==> src/rtl/pe_feeder.sv <==
// pe_feeder: buffers one ifm/weight pair and presents it to a border PE for one unary window.
// Optional macro UNARY_EARLY_TERM_EN: window length comes from cyc_lim + 1 instead of 2^(IWIDTH-1).

module pe_feeder #(
  parameter int IWIDTH = 8
) (
  input  logic                     clk,
  input  logic                     rst_n,
  input  logic                     in_valid,
  output logic                     in_ready,
  input  logic signed [IWIDTH-1:0] in_ifm,
  input  logic signed [IWIDTH-1:0] in_wght,
  input  logic                     in_last,
`ifdef UNARY_EARLY_TERM_EN
  input  logic        [IWIDTH-2:0] cyc_lim,
`endif
  output logic signed [IWIDTH-1:0] ifm,
  output logic                     wght_sign,
  output logic        [IWIDTH-2:0] wght_abs,
  output logic                     en_i,
  output logic                     clr_i,
  output logic                     en_w,
  output logic                     clr_w,
  output logic                     en_o,
  output logic                     clr_o,
  output logic                     mac_done,
  output logic                     busy
);

  typedef enum logic [1:0] {IDLE, LOAD, RUN} state_t;

  state_t                   state;
  logic                     pend_valid;
  logic signed [IWIDTH-1:0] pend_ifm;
  logic signed [IWIDTH-1:0] pend_wght;
  logic                     pend_last;
  logic                     cur_last;
  logic                     first;
  logic        [IWIDTH-2:0] cnt;
  logic        [IWIDTH-2:0] cnt_inc;
  logic        [IWIDTH-2:0] lim_now;
  logic        [IWIDTH-1:0] neg_wght;
  logic        [IWIDTH-2:0] abs_wght;
  logic                     accept;
  logic                     final_cyc;
  logic                     pop;
  logic                     pend_valid_nxt;

`ifdef UNARY_EARLY_TERM_EN
  logic [IWIDTH-2:0] win_lim;

  // In LOAD the fresh cyc_lim decides the window; afterwards the latched copy does.
  assign lim_now = (state == LOAD) ? cyc_lim : win_lim;

  always_ff @(posedge clk or negedge rst_n) begin
    if (!rst_n) begin
      win_lim <= '0;
    end else if (state == LOAD) begin
      win_lim <= cyc_lim;
    end
  end
`else
  assign lim_now = '1;
`endif

  assign accept         = in_valid && in_ready;
  assign final_cyc      = (state == RUN) && (cnt == lim_now);
  assign pop            = pend_valid && ((state == IDLE) || final_cyc);
  assign pend_valid_nxt = accept || (pend_valid && !pop);
  assign cnt_inc        = cnt + (IWIDTH-1)'(1);

  // Magnitude of the weight; the most negative code has no positive twin and saturates.
  assign neg_wght = -pend_wght;
  assign abs_wght = !pend_wght[IWIDTH-1] ? pend_wght[IWIDTH-2:0] :
                    neg_wght[IWIDTH-1]   ? '1 : neg_wght[IWIDTH-2:0];

  always_ff @(posedge clk or negedge rst_n) begin
    if (!rst_n) begin
      pend_valid <= 1'b0;
      pend_ifm   <= '0;
      pend_wght  <= '0;
      pend_last  <= 1'b0;
      in_ready   <= 1'b1;
    end else begin
      if (accept) begin
        pend_valid <= 1'b1;
        pend_ifm   <= in_ifm;
        pend_wght  <= in_wght;
        pend_last  <= in_last;
      end else if (pop) begin
        pend_valid <= 1'b0;
      end
      in_ready <= !pend_valid_nxt;
    end
  end

  always_ff @(posedge clk or negedge rst_n) begin
    if (!rst_n) begin
      state     <= IDLE;
      cnt       <= '0;
      first     <= 1'b1;
      cur_last  <= 1'b0;
      ifm       <= '0;
      wght_sign <= 1'b0;
      wght_abs  <= '0;
      en_i      <= 1'b0;
      clr_i     <= 1'b0;
      en_w      <= 1'b0;
      clr_w     <= 1'b0;
      en_o      <= 1'b0;
      clr_o     <= 1'b0;
      mac_done  <= 1'b0;
      busy      <= 1'b0;
    end else begin
      en_i     <= 1'b0;
      en_w     <= 1'b0;
      clr_i    <= 1'b0;
      clr_w    <= 1'b0;
      clr_o    <= 1'b0;
      mac_done <= 1'b0;
      case (state)
        IDLE: begin
          if (pend_valid) begin
            state     <= LOAD;
            busy      <= 1'b1;
            ifm       <= pend_ifm;
            wght_sign <= pend_wght[IWIDTH-1];
            wght_abs  <= abs_wght;
            cur_last  <= pend_last;
            en_i      <= 1'b1;
            en_w      <= 1'b1;
            clr_o     <= first;
            first     <= 1'b0;
          end
        end
        LOAD: begin
          state    <= RUN;
          cnt      <= '0;
          en_o     <= 1'b1;
          mac_done <= cur_last && (lim_now == '0);
        end
        RUN: begin
          if (cnt == lim_now) begin
            cnt  <= '0;
            en_o <= 1'b0;
            // A waiting pair starts its LOAD straight away, so no idle cycle is spent.
            if (pend_valid) begin
              state     <= LOAD;
              ifm       <= pend_ifm;
              wght_sign <= pend_wght[IWIDTH-1];
              wght_abs  <= abs_wght;
              cur_last  <= pend_last;
              en_i      <= 1'b1;
              en_w      <= 1'b1;
              clr_o     <= cur_last;
              first     <= 1'b0;
            end else begin
              state <= IDLE;
              busy  <= 1'b0;
              clr_i <= 1'b1;
              clr_w <= 1'b1;
              first <= cur_last;
            end
          end else begin
            cnt      <= cnt_inc;
            mac_done <= cur_last && (cnt_inc == lim_now);
          end
        end
        default: begin
          state <= IDLE;
          busy  <= 1'b0;
        end
      endcase
    end
  end

endmodule

==> config.mk <==
export PLATFORM = sky130hd
export DESIGN_NAME = pe_feeder
export DESIGN_NICKNAME = d
export VERILOG_FILES = /design/src/rtl/pe_feeder.sv
export SDC_FILE = /design/constraint.sdc
export NUM_CORES = 1
export LEC_CHECK = 0
export ABC_AREA = 1
export CAP_MARGIN = 20
export CORE_MARGIN = 2
export CORE_UTILIZATION = 51
export DETAILED_ROUTE_END_ITERATION = 10
export GPL_TIMING_DRIVEN = 1
export PLACE_DENSITY = 0.84
export SYNTH_ARGS = -nofsm -noshare
export SYNTH_HDL_FRONTEND = slang
export SYNTH_SLANG_ARGS = --single-unit
export TNS_END_PERCENT = 1
==> constraint.sdc <==
create_clock -name clk -period 2.98 [get_ports clk]
set_input_delay 0.596 -clock clk [delete_from_list [all_inputs] [get_ports clk]]
set_output_delay 0.596 -clock clk [all_outputs]
set_load 0.1 [all_outputs]
---- After elaboration in Yosys (flattened, before gate mapping) ----
Cells that the tools add are included.
cells by class
  shifts and indexed selects .............. 0
  multipliers ............................. 0
  $add $sub $neg .......................... 2
  $lt $le $gt $ge ......................... 0
  bitwise logic cells ..................... 1
  div/mod/pow operators ................... 0
  equality and inequality tests ........... 7
  muxes and demuxes ....................... 44
  reduce and logical (&&, ||, !) cells .... 18
operators with widths
  cell                   number
  $mux W7                5
  $pmux W7 S2            2
  $mux W1                24
  $mux W8                2
  $pmux W8 S2            1
  $eq A7 B7 Y1 const B   2
  $pmux W1 S2            6
  $neg A8 Y8             1
  $add A7 B1 Y7 const B  1
  $pmux W2 S3            1
  $reduce_and A2 Y1      3
  $reduce_bool A2 Y1     3
  $logic_and A1 B1 Y1    5
  $mux W2                2
  $ne A2 B2 Y1 const B   2
  $reduce_and A4 Y1      1
  $pmux W1 S3            1
  $reduce_and A3 Y1      1
  $eq A2 B1 Y1 const B   1
  $eq A2 B2 Y1 const B   1
  $logic_not A1 Y1       2
  $logic_not A2 Y1       1
  $logic_or A1 B1 Y1     2
  $ne A2 B1 Y1 const B   1
  $not A1 Y1             1
word-level totals
  input bits .............................. 20
  bits in registers ....................... 52
  logic and storage cells ................. 90
  memory bits (writable) .................. 0
  latch bits .............................. 0
  memories ................................ 0
  output and inout bits ................... 25
  ROM bits ................................ 0

---- Longest topological paths before layout ----
  word-level depth ........................ 8
  mapped depth ............................ 9
  gate-level depth less buffers ........... 9

---- Least setup slack after synthesis ----
OpenSTA, ideal clock, no wires.
  path kind ............................... reg2out
  start ................................... reg clr_w
  end ..................................... out clr_w
  data arrival time ....................... 1324 ps
  stages on the path, launching flop included .. 2
  buffers on the path ..................... 1
  setup slack ............................. 1060 ps
  data required time ...................... 2384 ps
  cell sequence ........................... dfrtp_1 buf_4
RTL lines
  what                      line  source
  start: declaration        23    output logic clr_w,
  start signal: assignment  109   clr_w <= 1'b0;
  start signal: assignment  118   clr_w <= 1'b0;
  start signal: assignment  161   clr_w <= 1'b1;
No word-level cell between the ends.

---- Worst setup path in the final report ----
  start ................................... reg state[0]
  end ..................................... reg wght_abs[0]
on the way
  longest elaborated chain between the ends .. 3
  elaborated cells between the ends (all ways) .. 6
  those cells by class .................... eq/ne: 2; mux: 1; reduce/logical: 3
RTL lines
  what                                                                 line  source
  start: declaration                                                   32    state_t state;
  start signal: assignment                                             99    state <= IDLE;
  start signal: assignment                                             124   state <= LOAD;
  start signal: assignment                                             137   state <= RUN;
  $eq A2 B2 Y1 / $logic_not A2 Y1 (equally long branches)              121   case (state)
  $ne A2 B1 Y1 (no line) / $reduce_bool A2 Y1 (equally long branches)  -
  $reduce_and A2 Y1 (no line)                                          -
  end signal: assignment                                               128   wght_abs <= abs_wght;
  end signal: assignment                                               151   wght_abs <= abs_wght;
  end: declaration                                                     19    output logic [IWIDTH-2:0] wght_abs,
Parallel ways exist; a longest one is shown, timed or not.
A chain may end at the register's enable or synchronous reset.

==> metrics.md <==
| Metric | Value |
|---|---|
| R2R Path End | wght_abs[0] |
| GRT Overall Usage | 0.194 |
| Initial antenna violation count | 0 |
| Max_cap viols | 0 |
| Drt pass-1 iters | 4 |
| Post-CTS Setup Repair Bufs | 0 |
| CP endpoint kind | register |
| Starting density of the core | 0.528 |
| Pleak | 1.51 nW |
| Hpwl dp | 3.42 mm |
| Post-route clock period utilization | 0.636 |
| Sequential fraction of the synthesis area | 0.526 |
| Worst path cell trace | inv_1, ha_1, inv_2, nand2_4, nand3_4, nand2_1, o21ai_1 |
| Final Max Slew Viols | 0 |
| YS warnings | 0 |
| Most frequent cells in the layout | nand2_1 (64), dfrtp_1 (50), inv_1 (30), buf_4 (28), nor2_1 (24) |
| Wirelength per Cell | 12.7 um |
| R2R cell count | 7 |
| Tightest Pin Transition | 0.505 ns |
| H-Tree Level Count | 2 |
| # hold bufs at CTS | 0 |
| Area growth, synth to finish | 20.1% |
| Syn avg cell area | 9.11 sq um |
| Critical Path Source Type | register |
| Relative slew slack | 0.663 |
| Die ar. | 0.00543 sq mm |
| Worst r2r src | state[0] |
| Setup TNS | 0 ns |
| Largest net degree at the start of global routing | 33 |
| Via Count | between 1.5k and 2k |
| CP Launch Point | state[0] |
| Height of the die | 73.7 um |
| Setup Viol. Count Final | 0 |
| Width of the die | ~74 um |
| Resize count post-CTS | 0 |
| Crit path buf inv count | 2 |
| Critical path arrival | roughly 2.1 ns |
| Hold Worst Slack | 0.185 ns |
| Fin nets | ~340 |
| Top Ports | 45 |
| CTS tree | built |
| CTS clk-pin slew, worst paths | 0.10 ns |
| Top Family by Delay on Critical Path | simple AND/OR/NAND/NOR gates |
| Post-synthesis register bit count | 52 |
| Max Root-Sink Buffers | 2 |
| Hold Vio Cnt, Final | 0 |
| Crit path max fanout | 24 |
| DRC | 0 |
| Number of global-route vias before repair | ~1.9k |
| Design area | 0.00298 sq mm |
| Reg-to-reg slack, setup | between 1 and 1.5 ns |
| Synthesized cell area | 0.00248 sq mm |
| WS Path Type | reg -> reg |
| Clock skew | approximately 0.012 ns |
| Register area | 0.00130 sq mm |
| DRT Wirelength | 4.72 mm |
| Post-synth net total | 299 |
| Area after DPL | 0.00286 sq mm |
| Filler cell count | between 300 and 400 |
| Pwr Total | 1.60 mW |
| ANT cells | 0 |
| Pwr dens | around 540 mW/mm^2 |
| Layout cell share with drive strength beyond 1 | 0.196 |
| Status | finished, final reports clean |
| ANT nets after route | 0 |
| Min-Delay Path Class | in -> async |
| Syn Inst Count | 272 |
| Slowest library cell on the worst path | ha_1 |
| DRT iter0 DRCs | about 160 |
| FP Rows | 25 |
| CP max stage delay | 0.48 ns |
| Min cycle time layout | ~1.9 ns |
| Clock Sink Count | 52 |
| Unrepaired setup endpoints after global routing | false |
| Vias per std cell | 5.01 |
| CTS root buffer | clkbuf_8 |
| Core footprint | 0.00469 sq mm |
| I/O Buffers | between 40 and 50 |
| Multi-input logic area | 973 sq um |
| Placer Congestion | 0.900 |
| Total global routing overflow | 0 |
| Num CTS Buffers | 5 |
| WP data required | 3.16 ns |
| FMAX | 0.528 GHz |
| Skew-Pair Late Insertion Delay | around 0.30 ns |
| First-pass GRT wire length | 8.14 mm |
| Peak VDD IR | 0.000368 V |
| Most common cell after layout, fill and taps aside | nand2_1 |
| Netlist cell types | 31 |
-- how the worst max path moves through the flow --
stage / to / depth (start not counted)
2_1_floorplan: clr_w / 1
3_3_place_gp: pend_ifm[7] / 4
3_5_place_dp: ifm[3] / 7
4_1_cts: ifm[3] / 7
5_1_grt: wght_abs[0] / 7
6_report: wght_abs[0] / 7
-- registers in the layout (all words and copies together) (netlist names), 2 cells and up --
name       count
pend_ifm       8
pend_wght      8
cnt            7
wght_abs       7
ifm            8
state          2
-- per-stage QoR --
stage	setup WS (ns)	cells	util
finish	1.09	371	0.635
global route	0.956	371	0.635
CTS	1.09	371	0.635
detailed placement	1.12	363	0.609
global placement	1.13	363	0.609
floorplan	1.06	272	-
-- logic make-up (layout without fill, tap and decap cells) --
group	Yosys count	in the layout	share of synthesized area
compound gates	41	41	0.101
xor+xnor	4	4	0.0141
fa+ha+maj	7	7	0.0353
buf+inv	41	86	0.0813
flops	52	52	0.526
mux	3	3	0.0136
simple gates	124	124	0.228
-- layer usage --
metal,vias to the layer above,wire [um],GRT usage
met3,9,190,0.0370
met5,-,0,0
li1,947,-,-
met4,0,95,0.107
met1,858,2190,0.238
met2,45,2250,0.320
-- worst reg2reg max path, stage by stage (launching register included) --
cell,delay [ns]
dfrtp_1,0.42
inv_1,0.10
ha_1,0.48
inv_2,0.13
nand2_4,0.12
nand3_4,0.28
nand2_1,0.16
o21ai_1,0.08
-- cells in the mapped netlist --
cell type | number | area (sq um)
xnor2_1 | 2 | 17.5
nor2_1 | 24 | 90.1
o21ai_0 | 10 | 50.1
nand2_1 | 64 | 240
o21ai_1 | 1 | 5.00
mux2_2 | 3 | 33.8
clkbuf_1 | 1 | 3.75
nand4_1 | 1 | 6.26
a21oi_1 | 18 | 90.1
ha_1 | 7 | 87.6
buf_8 | 1 | 15.0
o22ai_1 | 1 | 6.26
o21ai_2 | 7 | 61.3
nand2_4 | 2 | 22.5
a21oi_4 | 1 | 16.3
o31ai_1 | 3 | 22.5
nor2_4 | 1 | 11.3
nand3_4 | 1 | 17.5
buf_4 | 3 | 22.5
nor3_1 | 2 | 10.0
nand2_8 | 1 | 20.0
nand2_2 | 5 | 31.3
buf_2 | 2 | 10.0
nor2_2 | 1 | 6.26
inv_1 | 30 | 113
dfrtp_1 | 50 | 1250
dfstp_2 | 2 | 52.6
inv_2 | 1 | 3.75
xor2_1 | 2 | 17.5
buf_6 | 3 | 33.8
nand3_1 | 22 | 110
-- power breakdown --
| part | internal, mW | total (mW) | leakage, nW | switching, mW |
|---|---|---|---|---|
| Clock | 0.275 | 0.501 | 0.0614 | 0.226 |
| Combinational | 0.108 | 0.261 | 0.870 | 0.154 |
| Sequential | 0.785 | 0.841 | 0.583 | 0.0563 |
-- layout make-up --
| type | count | area share |
|---|---|---|
| inverters | 31 | 0.0391 |
| well taps | 54 | 0.0227 |
| multi-input cells | 179 | 0.327 |
| clock inverters | 2 | 0.0130 |
| repair buffers | 47 | 0.133 |
| flip-flops and latches | 52 | 0.438 |
| clock buffers | 6 | 0.0277 |
(Power assumes the default switching activity.)
